### src/rtl/tube_bcd_conv_pkg.sv
// rtl/tube_bcd_conv_pkg.sv - shared widths, codes and nibble helper for the tube display-data stage
package tube_bcd_conv_pkg;

  localparam int          DATABUS   = 32;
  localparam int          MODE_BIT  = 16;
  localparam logic [15:0] OVF_CODE  = 16'hEEEE;
  localparam logic [15:0] DEC_LIMIT = 16'd9999;

  function automatic logic [3:0] add3(input logic [3:0] nib);
    return (nib >= 4'd5) ? nib + 4'd3 : nib;
  endfunction

endpackage

### src/rtl/tube_bcd_conv_bcd_dabble_step.sv
// rtl/tube_bcd_conv_bcd_dabble_step.sv - one combinational double-dabble iteration
module bcd_dabble_step
  import tube_bcd_conv_pkg::*;
(
  input  logic [31:0] din,
  output logic [31:0] dout
);

  logic [31:0] adj;

  assign adj  = {add3(din[31:28]), add3(din[27:24]), add3(din[23:20]), add3(din[19:16]), din[15:0]};
  // Top bit is always zero for inputs that passed the range check.
  assign dout = {adj[30:0], 1'b0};

endmodule

### src/rtl/tube_bcd_conv.sv
// rtl/tube_bcd_conv.sv - CPU write to tube display word, hex passthrough or sequential BCD conversion
module tube_bcd_conv
  import tube_bcd_conv_pkg::*;
(
  input  logic               clk,
  input  logic               rst,
  input  logic               we,
  input  logic [DATABUS-1:0] wdata,
  output logic [15:0]        disp_data,
  output logic               busy,
  output logic               done,
  output logic               pend
);

  localparam int CONV_CYCLES = 16;

  localparam logic [1:0] S_IDLE = 2'd0;
  localparam logic [1:0] S_CONV = 2'd1;
  localparam logic [1:0] S_DONE = 2'd2;

  logic [1:0]        state;
  logic [4:0]        cnt;
  logic [31:0]       sreg;
  logic [31:0]       step_out;
  logic [15:0]       result;
  logic [MODE_BIT:0] pbuf;
  logic [MODE_BIT:0] src;
  logic              src_valid;
  logic              unused_bits;

  assign unused_bits = ^wdata[DATABUS-1:MODE_BIT+1];

  // A live write always wins over the buffered one.
  assign src_valid = we | pend;
  assign src       = we ? wdata[MODE_BIT:0] : pbuf;
  assign busy      = (state != S_IDLE);

  bcd_dabble_step u_step (
    .din  (sreg),
    .dout (step_out)
  );

  always_ff @(posedge clk or posedge rst) begin
    if (rst) begin
      state     <= S_IDLE;
      cnt       <= 5'd0;
      sreg      <= 32'd0;
      result    <= 16'd0;
      disp_data <= 16'd0;
      done      <= 1'b0;
      pend      <= 1'b0;
      pbuf      <= '0;
    end else begin
      done <= 1'b0;

      if (we && state != S_IDLE) begin
        pbuf <= wdata[MODE_BIT:0];
        pend <= 1'b1;
      end

      case (state)
        S_IDLE: begin
          if (src_valid) begin
            if (!we) pend <= 1'b0;
            if (!src[MODE_BIT]) begin
              result <= src[15:0];
              state  <= S_DONE;
            end else if (src[15:0] > DEC_LIMIT) begin
              result <= OVF_CODE;
              state  <= S_DONE;
            end else begin
              sreg  <= {16'd0, src[15:0]};
              cnt   <= 5'd0;
              state <= S_CONV;
            end
          end
        end
        S_CONV: begin
          sreg <= step_out;
          cnt  <= cnt + 5'd1;
          if (cnt == 5'(CONV_CYCLES - 1)) begin
            result <= step_out[31:16];
            state  <= S_DONE;
          end
        end
        S_DONE: begin
          disp_data <= result;
          done      <= 1'b1;
          state     <= S_IDLE;
        end
        default: state <= S_IDLE;
      endcase
    end
  end

endmodule

### config.mk
export PLATFORM = sky130hd
export DESIGN_NAME = tube_bcd_conv
export DESIGN_NICKNAME = d
export VERILOG_FILES = /design/src/rtl/tube_bcd_conv_pkg.sv /design/src/rtl/tube_bcd_conv_bcd_dabble_step.sv /design/src/rtl/tube_bcd_conv.sv
export SDC_FILE = /design/constraint.sdc
export NUM_CORES = 1
export LEC_CHECK = 0
export ABC_AREA = 1
export CORE_ASPECT_RATIO = 0.75
export CORE_MARGIN = 5
export CORE_UTILIZATION = 35
export DETAILED_ROUTE_END_ITERATION = 8
export GPL_TIMING_DRIVEN = 0
export SYNTH_ARGS = -nofsm -noshare
export SYNTH_HDL_FRONTEND = slang
export SYNTH_SLANG_ARGS = --single-unit
### constraint.sdc
create_clock -name clk -period 8.45 [get_ports clk]
set_input_delay 1.69 -clock clk [delete_from_list [all_inputs] [get_ports clk]]
set_output_delay 1.69 -clock clk [all_outputs]
set_load 0.02 [all_outputs]
Word-level counts from Yosys, hierarchy flattened
Index checks and enable logic that the tools add are counted.

Output and inout port bits: 19. Register bits after elaboration: 90. Logic and storage cells: 62. Bits of input ports: 35.

Add/sub/neg operators: 5. Bitwise logic cells: 1. Mux-type cells: 28. Equality and inequality tests: 8. Reductions and logical operators: 7. $lt $le $gt $ge: 5.

Operators by type and width (count): 2-to-1 mux 32 bit (3); 2-to-1 mux 16 bit (4); case mux 32 bit (2 select lines) (1); case mux 16 bit (2 select lines) (1); 2-to-1 mux 17 bit (1); >= comparator 4 x 3 -> 1 bit, second input constant (4); greater-than comparator 16 x 14 -> 1 bit, second input constant (1); 2-to-1 mux 5 bit (3); adder 4 x 2 -> 4 bit, second input constant (3); 2-to-1 mux 4 bit (3); case mux 5 bit (2 select lines) (1); 2-to-1 mux 2 bit (4); inequality test 2 bit, second input constant (4); AND reduction 4 bit (2); adder 5 x 1 -> 5 bit, second input constant (1); equality test 5 x 4 -> 1 bit, second input constant (1); 2-to-1 mux 1 bit (5); case mux 2 bit (2 select lines) (1); nonzero test 2 bit (2); adder 3 x 2 -> 3 bit, second input constant (1); 2-to-1 mux 3 bit (1); inequality test 3 bit, second input constant (1); equality test 2 x 1 -> 1 bit, second input constant (1); equality test 2 bit, second input constant (1); other kinds (4) (4).

Depth between registers and ports, before layout
Gate-level depths: netlist (run 1).

Depth in word-level cells: 6. Depth in mapped cells: 13. Depth with buffers taken out: 11.

By module
A second synthesis (run 1) with hierarchy kept.

Cells, all modules: 607. Area, all modules: 4981.0 um^2.

By module, submodules not included: tube_bcd_conv (times used 1, cells an instance 503, seq. area each 2252.2 um^2, area an instance 4355.4 um^2); bcd_dabble_step (times used 1, cells an instance 104, seq. area each 0.0 um^2, area an instance 625.6 um^2).

Worst setup path after synthesis (run 1)
No wires, ideal clock.

Path kind: input to register. From: in we. To: reg sreg[23]. Buffers on the path: 2. Required time: 8332 ps. Library setup time: 118 ps. Arrival time: 2774 ps. Slack: 5558 ps. Stages on the path: 12. Cells stage by stage: inv_2 buf_6 nand2_1 nand2_1 nand3_2 nor2_4 nand2_2 nand2_4 nand2_8 buf_12 nand2_2 nand2_1.

Longest elaborated chain between the ends: 4. Elaborated cells on any way between the ends: 7. Those cells by class: order compare: 1; eq/ne: 3; mux: 1; bitwise: 1; reduce/logical: 1.

Ends and longest elaborated chain: start, declared (line tube_bcd_conv.sv:7) `input logic we,`; 2-to-1 mux 17 bit (line tube_bcd_conv.sv:35) `assign src = we ? wdata[MODE_BIT:0] : pbuf;`; greater-than comparator 16 x 14 -> 1 bit (line tube_bcd_conv.sv:68) `end else if (src[15:0] > DEC_LIMIT) begin`; inequality test 2 bit (no line); AND reduction 4 bit (no line) *; end signal, assigned (line tube_bcd_conv.sv:72) `sreg <= {16'd0, src[15:0]};`; end signal, assigned (line tube_bcd_conv.sv:79) `sreg <= step_out;`; end, declared (line tube_bcd_conv.sv:23) `logic [31:0] sreg;`.

Every way passes the cells marked *; elsewhere a longest branch is shown, timed or not. A chain may end at the register's enable or synchronous reset.

Worst setup path after layout (run 1)
From: reg state[1]. To: out busy.

Longest elaborated chain between the ends: 1.

Ends and longest elaborated chain: start, declared (line tube_bcd_conv.sv:21) `logic [1:0] state;`; start signal, assigned (line tube_bcd_conv.sv:45) `state <= S_IDLE;`; start signal, assigned (line tube_bcd_conv.sv:67) `state <= S_DONE;`; start signal, assigned (line tube_bcd_conv.sv:70) `state <= S_DONE;`; nonzero test 2 bit (line tube_bcd_conv.sv:36) `assign busy = (state != S_IDLE);`; end, declared (line tube_bcd_conv.sv:10) `output logic busy,`.

Every way passes these cells.

==> key figures, run 1 <==
Final layout
  • Final Instance Area: 5612 um2
  • Final Util: 42.96%
  • Nets@finish: 677
  • Layout cells sized above 1: 13.50%
  • Diodes inserted: 0
  • P&R area growth vs syn: 19.47%
  • Final non-filler cell total: 808

Yosys
  • Async set or reset register ratio after synthesis: 100.0%
  • Post-synthesis xor/xnor area fraction: 0.7459%
  • Post-synth net total: 627
  • Post-synthesis cell count: 582
  • Post-Syn Area: 4697 um2
  • Syn Area/Cell: 8.070 um2
  • Syn. warnings: 0
  • Simple logic cell fraction of the synthesized area: 34.23%
  • Seq/Total Area, Yosys: 47.95%
  • Synth Register Bits: 90
  • Largest family of logic cells by synthesized area: simple AND/OR/NAND/NOR gates
  • Synth Flop Type: dfrtp_1
  • Post-synth EDFFs: 0
  • Synth cell types: 30
  • Mux share of post-synthesis cell area: 1.918%
  • Synth Area in Compound Gates: 5.674%
  • Synth Area in Adders: 2.664%

Clock network
  • CTS tree: yes
  • Hold_buf cts: 0
  • Clock sinks: 90
  • Clk root buf: clkbuf_16
  • Worst-skew pair later-pin latency: 340 ps
  • Max Root-Sink Buffers: 2
  • Setup Buffers After CTS: 0
  • Clk pin slew, worst setup/hold paths: 70 ps
  • Post-CTS resize count: 0
  • TritonCTS buffer count: 9
  • CTS H-tree lvls: 3

Die
  • Die extent in y: 110.3 um
  • Initial core utilization: 35.96%
  • IO Count: 54
  • Core box area: 13060 um2
  • Row cnt: 36
  • Die Width: 143.8 um
  • Die area: 15860 um2

Outcome
  • Outcome: finished clean

Placed design
  • Port bufs: 38
  • Placed Area: 5321 um2
  • Detail Placement HPWL: 8345 um
  • Post-placement cell count: 792
  • Gpl congestion: 0.8359
  • Dpl ws: 4591 ps

Worst setup path
  • Crit path cell chain: nor2_1 > inv_1 > clkdlybuf4s50_1
  • Startpoint Class: register
  • Slowest CP cell: clkdlybuf4s50_1
  • Worst Path Max Fanout: 4
  • CP required: 6760 ps
  • Setup CP Type: reg -> out
  • CP Buf/Inv Count: 2
  • Critical path's top delay family: buffers and inverters
  • CP Capture Type: primary output
  • CP max stage delay: 560 ps
  • CP Data Arrival Time: 1850 ps

Pwr
  • Power Density: 342.1 nW/um2
  • Pwr Total: 1.920 mW
  • Leakage power figure: 2.790 nW
  • Peak supply drop: 0.1597 mV

Global route
  • Vias in the first global route: 3768
  • Global-route wire length before repair: 18620 um
  • Remaining global-route overflow: 0
  • Pin count of the biggest net entering global routing: 59
  • Total track usage: 14.97%
  • Initial antenna violation count: 0

STA
  • Final Hold Vio Count: 0
  • Min Tclk post-route: 3544 ps
  • Hold slack final: 469.6 ps
  • Final Setup Violations: 0
  • Slew Viols, Final: 0
  • Worst-Margin Slew: 600.6 ps
  • Max_slew headroom: 59.81%
  • Peak Freq: 282.1 MHz
  • PnR worst setup slack: 4906 ps
  • Period Utilization, post-route: 41.94%
  • RSZ-0062 raised after global routing: false
  • Fin Setup TNS: 0 ps
  • Clock Skew: 6.608 ps

Detailed routing
  • Initial DRC count: 274
  • Post-DR vias/cell: 4.790
  • DR WL/cell: 13.75 um
  • Detailed Route WL: 11110 um
  • DRC: 0
  • Routed vias: 3870
  • Detail Route Antenna Nets: 0
  • DR pass1 iterations: 4

Flow run
  • Max Cap Viol: 0

Hold path
  • Worst hold path type: reg -> reg
metal layers:
| metal | part of all wire [%] | global-route usage, % | vias to the layer above | wire [um] |
|---|---|---|---|---|
| met5 | 0 | 0 | - | 0 |
| met4 | 0.80 | 2.823 | 0 | 89 |
| met3 | 6.5 | 3.838 | 8 | 723 |
| met2 | 41 | 22.21 | 92 | 4557 |
| met1 | 52 | 22.22 | 1801 | 5741 |
| li1 | - | - | 1969 | - |
sequential cells by signal, indices dropped and copies added, names as in the netlist:
register and cells:
disp_data 16, state 2, pbuf 17, pend 1, cnt 5, sreg 32
result 16, done 1
worst min-delay path, cell delays in order (launching register included):
cell     delay (ps)
dfrtp_1         340
nand2_1          50
nand2_1          40
placed cells by master, fill, tap and decap left out, types with 10 or more instances in the layout:
cell and count:
nand2_2 29, o21ai_0 36, inv_1 36, or2_2 11
nand4_1 25, dfrtp_1 90, nor2_1 16, clkbuf_1 15
ha_1 10, nand3_1 33, clkdlybuf4s50_1 38, nand2_1 232
power breakdown:
part | total [mW] | switching (mW) | internal [mW]
clock | 0.390 | 0.173 | 0.217
combinational | 0.804 | 0.490 | 0.314
sequential | 0.726 | 0.110 | 0.617
cells in the mapped netlist, drive strengths merged, types with 7 or more instances:
master / n / area share, %
a21oi: 7 / 0.83
o21ai: 37 / 4.0
or2: 11 / 1.5
mux2: 8 / 1.9
ha: 10 / 2.7
dfrtp: 90 / 48
buf: 10 / 2.3
nand3: 37 / 4.7
nand2: 263 / 23
nor2: 17 / 1.5
inv: 38 / 3.0
nand4: 25 / 3.3
clkbuf: 15 / 1.2
layout make-up:
class	count	area, um2
fillers	1286	7451
repair buffers	39	407.9
inverters	41	156.4
well taps	171	214.0
clock buffers	11	252.7
plain buffers	25	166.4
clock inverters	5	37.54
flip-flops and latches	90	2252
multi-input cells	426	2125
path summary, 6_finish.rpt:
kind,cells past startpoint,slack [ps],startpoint,end
worst min-delay path,2,470,disp_data[7],disp_data[7]
worst min register to register,2,470,disp_data[7],disp_data[7]
worst max-delay path,3,4910,state[1],busy
max in group asynchronous,3,6120,rst,pbuf[7]
min in group asynchronous,2,1710,rst,sreg[16]
worst max register to register,9,6290,cnt[0],result[5]
logic make-up after synthesis:
family / Yosys count
muxes: 8
xor gates and xnor gates: 4
and+or+nand+nor: 354
AOI/OAI and AO/OA: 50
adders and majority gates: 10
buffers and inverters: 66
DFF: 90
Note: power is estimated with default switching activity, not from simulation.
==> inputs of run 2 (changes only) <==
==> constraint.sdc (replaced) <==
create_clock -name clk -period 3.3 [get_ports clk]
set_input_delay 0.66 -clock clk [delete_from_list [all_inputs] [get_ports clk]]
set_output_delay 0.66 -clock clk [all_outputs]
set_load 0.02 [all_outputs]
==> results of run 2 <==
The final DEF is identical to that of run 1. Status: finished clean.
Among the figures that moved: setup slack after placement 4591 ps -> 471.5 ps; setup slack after layout 4906 ps -> 785.7 ps; register-to-register setup slack 6290 ps -> 1140 ps; total power 1.920 mW -> 4.916 mW; worst IR drop on VDD 0.1597 mV -> 0.4090 mV
